`config.mk`:
```
export PLATFORM = sky130hd
export DESIGN_NAME = maze_solver
export DESIGN_NICKNAME = d
export VERILOG_FILES = /design/src/rtl/maze_solver.sv
export SDC_FILE = /design/constraint.sdc
export NUM_CORES = 2
export LEC_CHECK = 0
export BUFFER_PORTS_ARGS = -buffer_cell sky130_fd_sc_hd__buf_4
export CORE_UTILIZATION = 35
export CTS_CLUSTER_SIZE = 14
export DETAILED_ROUTE_END_ITERATION = 8
export SYNTH_ARGS = -nofsm -noshare
export SYNTH_HDL_FRONTEND = slang
export SYNTH_SLANG_ARGS = --single-unit
```
`constraint.sdc`:
```
create_clock -name clk -period 11.52 [get_ports clk]
set_input_delay 0.576 -clock clk [delete_from_list [all_inputs] [get_ports clk]]
set_output_delay 0.576 -clock clk [all_outputs]
set_load 0.005 [all_outputs]
```
`src/rtl/maze_solver.sv`:
```
// maze_solver: depth-first search over a 2**XW x 2**YW maze bitmap.
//
// A walker starts at (start_x, start_y) and takes one step per clock, trying
// neighbours in the order N, E, S, W. Each move pushes the cell it leaves onto
// a stack. A dead end pops the walker back one cell. The cells currently on
// the stack, plus the walker's own cell, form the route reported on path_data.
//
// Ports:
//   clk, rst_n          clock; synchronous active-low reset
//   start               begin a search (accepted in IDLE or DONE only)
//   maze_data           maze bitmap, bit x + W*y, 1 = open; must be held while busy
//   start_x/y, goal_x/y start and goal cells, sampled with start
//   busy                high while initialising or searching
//   done, found         search finished; found = goal reached (valid while done)
//   path_data           cells on the current route, same indexing as maze_data
//   path_len            number of moves on the route (stack depth)
//   cur_x, cur_y        current walker position
module maze_solver #(
  parameter int XW = 4,
  parameter int YW = 4
) (
  input  logic                        clk,
  input  logic                        rst_n,
  input  logic                        start,
  input  logic [(1<<(XW+YW))-1:0]     maze_data,
  input  logic [XW-1:0]               start_x,
  input  logic [YW-1:0]               start_y,
  input  logic [XW-1:0]               goal_x,
  input  logic [YW-1:0]               goal_y,
  output logic                        busy,
  output logic                        done,
  output logic                        found,
  output logic [(1<<(XW+YW))-1:0]     path_data,
  output logic [XW+YW:0]              path_len,
  output logic [XW-1:0]               cur_x,
  output logic [YW-1:0]               cur_y
);

  localparam int CW    = XW + YW;   // cell index width
  localparam int NCELL = 1 << CW;
  localparam int PW    = CW + 1;    // stack pointer width

  typedef enum logic [1:0] {S_IDLE, S_INIT, S_SEARCH, S_DONE} state_e;

  state_e            state_q, state_d;
  logic [XW-1:0]     cur_x_q, cur_x_d, start_x_q, start_x_d, goal_x_q, goal_x_d;
  logic [YW-1:0]     cur_y_q, cur_y_d, start_y_q, start_y_d, goal_y_q, goal_y_d;
  logic [NCELL-1:0]  visited_q, visited_d, path_q, path_d;
  logic [PW-1:0]     sp_q, sp_d;
  logic              busy_q, busy_d, done_q, done_d, found_q, found_d;

  logic [CW-1:0]     stack_mem [NCELL];
  logic              push;

  // Because W and H are powers of two, index x + W*y is just {y, x}.
  logic [CW-1:0]     cur_idx, start_idx, nb_idx, pop_idx;
  logic              nb_ok;
  logic [XW-1:0]     x_m1, x_p1;
  logic [YW-1:0]     y_m1, y_p1;
  logic [3:0]        cand_ok;
  logic [CW-1:0]     cand_idx [4];

  assign cur_idx   = {cur_y_q, cur_x_q};
  assign start_idx = {start_y_q, start_x_q};
  assign pop_idx   = stack_mem[sp_q[CW-1:0] - CW'(1)];

  // Neighbour selection: bounds-checked candidates in N, E, S, W order.
  always_comb begin
    // NOTE: every combinational output gets a default first so no path
    // through the block leaves it unassigned (that would infer a latch).
    x_m1        = cur_x_q - XW'(1);
    x_p1        = cur_x_q + XW'(1);
    y_m1        = cur_y_q - YW'(1);
    y_p1        = cur_y_q + YW'(1);
    cand_idx[0] = {y_m1, cur_x_q};
    cand_idx[1] = {cur_y_q, x_p1};
    cand_idx[2] = {y_p1, cur_x_q};
    cand_idx[3] = {cur_y_q, x_m1};
    cand_ok[0]  = (cur_y_q != '0);
    cand_ok[1]  = (cur_x_q != '1);
    cand_ok[2]  = (cur_y_q != '1);
    cand_ok[3]  = (cur_x_q != '0);
    nb_ok       = 1'b0;
    nb_idx      = cur_idx;
    // Scan from W back to N so the highest-priority valid direction wins.
    for (int d = 3; d >= 0; d--) begin
      if (cand_ok[d] && maze_data[cand_idx[d]] && !visited_q[cand_idx[d]]) begin
        nb_ok  = 1'b1;
        nb_idx = cand_idx[d];
      end
    end
  end

  // Next-state and registered-output logic.
  always_comb begin
    state_d   = state_q;
    cur_x_d   = cur_x_q;
    cur_y_d   = cur_y_q;
    start_x_d = start_x_q;
    start_y_d = start_y_q;
    goal_x_d  = goal_x_q;
    goal_y_d  = goal_y_q;
    visited_d = visited_q;
    path_d    = path_q;
    sp_d      = sp_q;
    busy_d    = busy_q;
    done_d    = done_q;
    found_d   = found_q;
    push      = 1'b0;

    unique case (state_q)
      S_IDLE, S_DONE: begin
        if (start) begin
          start_x_d = start_x;
          start_y_d = start_y;
          goal_x_d  = goal_x;
          goal_y_d  = goal_y;
          busy_d    = 1'b1;
          done_d    = 1'b0;
          found_d   = 1'b0;
          state_d   = S_INIT;
        end
      end
      S_INIT: begin
        visited_d = '0;
        path_d    = '0;
        sp_d      = '0;
        cur_x_d   = start_x_q;
        cur_y_d   = start_y_q;
        if (!maze_data[start_idx]) begin
          busy_d  = 1'b0;
          done_d  = 1'b1;
          found_d = 1'b0;
          state_d = S_DONE;
        end else begin
          visited_d[start_idx] = 1'b1;
          path_d[start_idx]    = 1'b1;
          state_d              = S_SEARCH;
        end
      end
      S_SEARCH: begin
        if (cur_x_q == goal_x_q && cur_y_q == goal_y_q) begin
          busy_d  = 1'b0;
          done_d  = 1'b1;
          found_d = 1'b1;
          state_d = S_DONE;
        end else if (nb_ok) begin
          push              = 1'b1;
          visited_d[nb_idx] = 1'b1;
          path_d[nb_idx]    = 1'b1;
          cur_x_d           = nb_idx[XW-1:0];
          cur_y_d           = nb_idx[CW-1:XW];
          sp_d              = sp_q + PW'(1);
        end else if (sp_q == '0) begin
          // Exhausted at the start cell: no route, so the start bit goes too.
          path_d  = '0;
          busy_d  = 1'b0;
          done_d  = 1'b1;
          found_d = 1'b0;
          state_d = S_DONE;
        end else begin
          path_d[cur_idx] = 1'b0;
          cur_x_d         = pop_idx[XW-1:0];
          cur_y_d         = pop_idx[CW-1:XW];
          sp_d            = sp_q - PW'(1);
        end
      end
      default: state_d = S_IDLE;
    endcase
  end

  always_ff @(posedge clk) begin
    // NOTE: sequential state uses non-blocking assignments so every flop
    // samples its _d value from before the edge.
    if (!rst_n) begin
      state_q   <= S_IDLE;
      cur_x_q   <= '0;
      cur_y_q   <= '0;
      start_x_q <= '0;
      start_y_q <= '0;
      goal_x_q  <= '0;
      goal_y_q  <= '0;
      visited_q <= '0;
      path_q    <= '0;
      sp_q      <= '0;
      busy_q    <= 1'b0;
      done_q    <= 1'b0;
      found_q   <= 1'b0;
    end else begin
      state_q   <= state_d;
      cur_x_q   <= cur_x_d;
      cur_y_q   <= cur_y_d;
      start_x_q <= start_x_d;
      start_y_q <= start_y_d;
      goal_x_q  <= goal_x_d;
      goal_y_q  <= goal_y_d;
      visited_q <= visited_d;
      path_q    <= path_d;
      sp_q      <= sp_d;
      busy_q    <= busy_d;
      done_q    <= done_d;
      found_q   <= found_d;
    end
  end

  // NOTE: the stack storage has no reset; an entry is only ever read below
  // the stack pointer, which is reset, so stale contents are never observed.
  always_ff @(posedge clk) begin
    if (push) stack_mem[sp_q[CW-1:0]] <= cur_idx;
  end

  assign busy      = busy_q;
  assign done      = done_q;
  assign found     = found_q;
  assign path_data = path_q;
  assign path_len  = sp_q;
  assign cur_x     = cur_x_q;
  assign cur_y     = cur_y_q;

endmodule

```
# Word-level counts from Yosys, hierarchy flattened
# Memory sizes are Yosys's and may differ from the RTL's.
# Cells that the tools add are included.
# totals
reg_bits	550
ramBits	2048
inputBits	275
output_inout_bits	276
wordCells	154
memories	1
# op_classes
add_sub_neg	7
n_lt_le_gt_ge	10
n_eq_ne	14
muxes	77
n_bitwise	4
reduce_logical	28
# mem_list
memory	depth	width	rd	rd_clocked_by_memory_dff	wr	line_no	text
stack_mem	256	8	1	0	1	52	logic [CW-1:0] stack_mem [NCELL];
# op_table
cell	count
$mux W256	6
$pmux W256 S2	2
$or A256 B256 Y256	2
$and A256 B256 Y256	1
$not A256 Y256	1
$bmux W1 S8	9
$lt A8 B9 Y1 const B	7
$mux W1	33
$mux W4	7
$mux W9	3
$demux W1 S8	3
$ge A8 B1 Y1 const B	3
$mux W8	3
$pmux W9 S2	1
$pmux W4 S2	2
$logic_and A1 B1 Y1	12
$add A9 B1 Y9 const B	1
$logic_not A9 Y1	1
$ne A3 B3 Y1 const B	3
$pmux W1 S3	3
$reduce_and A3 Y1	3
$sub A9 B1 Y9 const B	1
$add A4 B1 Y4 const B	2
$eq A4 B4 Y1	2
15 further kinds	29

# Longest topological paths before layout
# logic_depth
word_depth	17
ltp_mapped	35
depth_no_buf	22

# Least setup slack after synthesis
# Ideal clock, no wire load.
# synth_timing
path_type	reg2reg
startpoint	register cur_x_q[0], in the netlist cur_x[0]
endpoint	register sp_q[8], in the netlist path_len[8]
setup_time_ns	0.093
arrival_ns	10.455
required_time_ns	11.427
slack_ns	0.972
path_stages_with_launch	33
n_path_buf	12
synth_period_minus_slack_ns	10.548
cell_sequence	dfxtp_1 -> buf_6 -> inv_4 -> buf_6 -> buf_2 -> buf_6 -> buf_2 -> ha_1 -> buf_2 -> buf_2 -> buf_2 -> clkbuf_1 -> mux4_2 -> a2111oi_0 -> nor4_1 -> and4_1 -> nor4_1 -> or2_2 -> nand3_2 -> inv_1 -> buf_2 -> clkbuf_1 -> buf_2 -> ha_1 -> a21o_1 -> a21o_1 -> a21o_1 -> a21oi_1 -> o21bai_1 -> a21oi_1 -> xnor2_1 -> or3_1 -> o32ai_1
# synth_between
elab_chain_len	12
word_cells_on_any_way	44
classes_between	add/sub: 2; eq/ne: 4; mux: 23; reduce/logical: 15
# synth_rtl
element	line_no	text
start: declaration	46	logic [XW-1:0] cur_x_q, cur_x_d, start_x_q, start_x_d, goal_x_q, goal_x_d;
start signal: assignment	191	cur_x_q <= cur_x_d;
$sub A4 B1 Y4	71	x_m1 = cur_x_q - XW'(1);
$bmux W1 S8	87	if (cand_ok[d] && maze_data[cand_idx[d]] && !visited_q[cand_idx[d]]) begin
$mux W1 (not written as such)	87	
$logic_and A1 B1 Y1 / $logic_not A1 Y1 (equally long branches)	87	
$logic_and A1 B1 Y1	87	
$mux W1 (4 in series)	87	
$mux W9	147	end else if (nb_ok) begin
$mux W9	142	if (cur_x_q == goal_x_q && cur_y_q == goal_y_q) begin
$pmux W9 S2	111	unique case (state_q)
end signal: assignment	199	sp_q <= sp_d;
end: declaration	49	logic [PW-1:0] sp_q, sp_d;
# Parallel ways exist; a longest one is shown, timed or not. The select of a mux whose other input is x is not followed.
# A chain may end at the register's enable or synchronous reset.

# Final worst setup path
# layout_timing
startpoint	register cur_x_q[0], in the netlist cur_x[0]
endpoint	memory stack_mem[184][5] (netlist bit), enable pin
# layout_between
elab_chain_len	14
word_cells_on_any_way	43
classes_between	add/sub: 2; eq/ne: 2; mux: 25; reduce/logical: 14
# layout_rtl
element	line_no	text
$sub A4 B1 Y4	71	
$bmux W1 S8	87	
$mux W1 (not written as such)	87	
$logic_and A1 B1 Y1 / $logic_not A1 Y1 (equally long branches)	87	
$logic_and A1 B1 Y1	87	
$mux W1 (4 in series)	87	
$mux W1	147	
$mux W1 *	142	
$mux W1 *	111	
$mux W1 *	209	if (push) stack_mem[sp_q[CW-1:0]] <= cur_idx;
$mux W1 (not written as such) *	209	
end: declaration	52	
# Every way passes the cells marked *; elsewhere a longest branch is shown, timed or not. The select of a mux whose other input is x is not followed.

==> metrics.txt <==
DR DRC count=0; via/cell ratio=6.57; Synth Warn #=0; Final Hold Fails=0; Power Internal=20.6 mW; switching share of power=43.3%; Final #Nets=10.0k; boundary pin count=551; setup violators final=0; Fmax achieved=0.107 GHz; fin util=40.3%; placed cells=14.2k; CP endpoint kind=register; total track usage=27.6%; hold_ws=33.1 ps; sequential fraction of the synthesis area=57.2%; mapped cell area=127000 µm²; pins over their slew limit=7; pre-CTS setup slack=2390 ps; IO buf count=550; power per cell area=251 nW/µm²; Comb power frac=45.2%; Area Overhead vs Synth=14.2%; WP data arrival=9820 ps; top_reg_cell synth=edfxtp_1; crit start category=register; failing checks=slew limit; Clock Sinks=2598; # resized after CTS=0; grt ovf=0; Mapped Nets=9824; slowest library cell on the worst path=xor2_4; RSZ-0062 raised after global routing=false; max-cap violations=0; FP Rows=220; Buf/Inv on CP=3; H-tree depth=5; Root Driver=clkbuf_16; Placement Cell Area=136000 µm²; Mapped Cells=9525; delay-heaviest family, CP=simple AND/OR/NAND/NOR gates; Fill cells=32.7k; die height=604 µm; Starting Density=35.3%; clock share of power=25.1%; Crit Path Max Fanout=177; Post-synth EDFFs=2048; Antenna Violating Nets Remaining=0; Netlist cell types=96; asr flop ratio synth=0%; Max-slew headroom=-0.0444%; Tmin final=9340 ps; synthesized flop and latch total=2598; Finished Layout Cells=14.7k; GPL Wtd Cong=0.999; first-pass GRT wire length=726000 µm; crit share post-route=81.1%; routed len/inst=35.2 µm; setup TNS=0 ps; CP max stage delay=1090 ps; NetSw=15.7 mW; Total Power=36.4 mW; Routed Wire Length=519000 µm; CP cell instances=buf_4, buf_12, nand3_1, xor2_4, nand2_1, o221ai_1, a21oi_1, or3_1, nand4_1, nand2_1, nand3_2, inv_8, nor4b_2, nand3_1, nor2_1; M3 GR Usage=7.23%; CTS max path bufs=4; area of the multi-input gates=50800 µm²; GR met1 Demand/Resource=34.0%; core area=360000 µm²; grt peak-use layer=met2; register area=72600 µm²; ratio of cells with drive above 1 in the final layout=23.4%; Slew @ Worst Pin=1500 ps; sequential share of power=29.7%; largest net degree at the start of global routing=192; Syn Area/Cell=13.3 µm²; HP Class=in -> reg; post-detail-place hpwl=337000 µm; Worst-path clk slew=60 ps; met2 usage in global routing=42.8%; worst endpoint required time=11990 ps; LEAKAGE=43.7 nW; critical path type=reg -> reg; initial antenna violation count=41; Die X-Extent=604 µm; vias=96.8k; CTS tree=yes; clock skew=93.9 ps; First DRT Iteration DRCs=14.7k; clk_lat worst skew=940 ps; drt first pass iters=7; vias in the first global route=93.5k; Inserted Clock Buffers=283; status=finished, violations left; fin area=145000 µm²; maximum vdd ir drop=0.609 mV; final setup margin=2180 ps; Die ar.=365000 µm²
[worst reg2reg max path, cell delays in order, from the launching register on]
cell and delay [ps]:
dfxtp_4 370, buf_4 810, buf_12 700, nand3_1 620
xor2_4 1100, nand2_1 590, o221ai_1 360, a21oi_1 140
or3_1 390, nand4_1 390, nand2_1 440, nand3_2 360
inv_8 260, nor4b_2 790, nand3_1 750, nor2_1 910
[placed cells by master, fill, tap and decap left out, types with 34 or more instances in the layout]
master,synthesis,layout
nand2_1,783,780
mux2i_1,183,183
buf_4,31,736
dfxtp_1,550,536
clkbuf_1,524,64
nand3_1,216,211
clkinv_1,2,53
inv_1,60,56
nor3_1,50,47
o211ai_1,226,226
a22oi_1,35,35
o2111ai_1,172,172
nand4_1,350,350
clkinv_2,0,34
o21ai_0,169,169
a211oi_1,60,58
edfxtp_1,2048,2048
nor2_1,1143,1129
mux4_2,1000,1000
o221ai_1,66,66
clkbuf_16,0,289
a31oi_1,83,83
a21oi_1,884,884
[per-layer routing]
layer,vias to the layer above,part of all wire (%)
li1,38400,-
met1,49200,36
met2,7377,45
met3,1843,11
met4,30,8.1
met5,-,0.038
[power by group through the flow]
stage               sequential, mW  clock (mW)  combinational [mW]
floorplan                     11.2           0                9.70
global placement              11.0           0                15.6
detailed placement            11.0           0                15.8
CTS                           10.8        9.19                15.8
global route                  10.8        9.54                16.8
finish                        10.8        9.12                16.4
[final timing paths]
kind	start	endpoint	slack, ps	cells after the start
hold reg to reg	goal_y_q[1]	goal_y_q[1]	470	2
setup reg to reg	cur_x[0]	stack_mem[184][5]	2180	15
setup / recovery	cur_x[0]	stack_mem[184][5]	2180	15
hold / removal	start_y[0]	start_y_q[0]	30	3
[what timing repair did]
action,4_1_cts,5_1_grt
buffers inserted,0,0
endpoints found under the hold margin,13,0
hold buffers,13,0
[sequential cells by signal, indices dropped and copies added, names as in the netlist]
register,flops
path_data,256
state_q,2
found,1
cur_x,4
start_y_q,4
goal_x_q,4
stack_mem,2048
busy,1
visited_q,256
cur_y,4
done,1
path_len,9
goal_y_q,4
start_x_q,4
[final cells by class]
type / count / area share (%)
tap: 4773 / 4.12
timing repair buffer: 769 / 4.18
sequential: 2598 / 50.1
inverter: 63 / 0.172
clock inverter: 137 / 0.990
clock buffer: 374 / 5.36
antenna: 26 / 0.0449
multi-input combinational: 6003 / 35.1
[logic make-up (layout without fill, tap and decap cells)]
family                     Yosys count  count (layout)  share of synthesized area, %
AOI/OAI and AO/OA                 2012            2012                          10.3
xor gates and xnor gates            29              29                         0.227
adders and majority gates           24              24                         0.243
buffers and inverters              924            1343                          3.11
DFF                               2598            2598                          57.2
muxes                             1211            1211                          19.5
other                                0              26                             0
and+or+nand+nor                   2727            2727                          9.46
[cell usage after synthesis (16+ instances only)]
master,number,area share (%)
edfxtp_1,2048,48
nor2_1,1143,3.4
mux4_2,1000,18
a21oi_1,884,3.5
nand2_1,783,2.3
dfxtp_1,550,8.7
clkbuf_1,524,1.6
nand4_1,350,1.7
o211ai_1,226,1.3
nand3_1,216,0.85
mux2i_1,183,1.4
o2111ai_1,172,1.2
buf_2,171,0.67
o21ai_0,169,0.67
buf_1,117,0.35
a31oi_1,83,0.41
o221ai_1,66,0.46
a211oi_1,60,0.36
inv_1,60,0.18
nor3_1,50,0.20
a22oi_1,35,0.21
and3_1,32,0.16
and2_1,31,0.15
buf_4,31,0.18
o22ai_1,30,0.15
mux2_2,28,0.25
a32oi_1,26,0.18
nor2b_1,25,0.12
a41oi_1,24,0.17
ha_1,23,0.23
nand2b_1,23,0.11
nor4_1,21,0.10
o31a_1,19,0.13
a2111oi_0,17,0.12
buf_6,17,0.15
o221a_2,17,0.15
a211oi_2,16,0.16
xnor2_1,16,0.11
(Power assumes the default switching activity.)
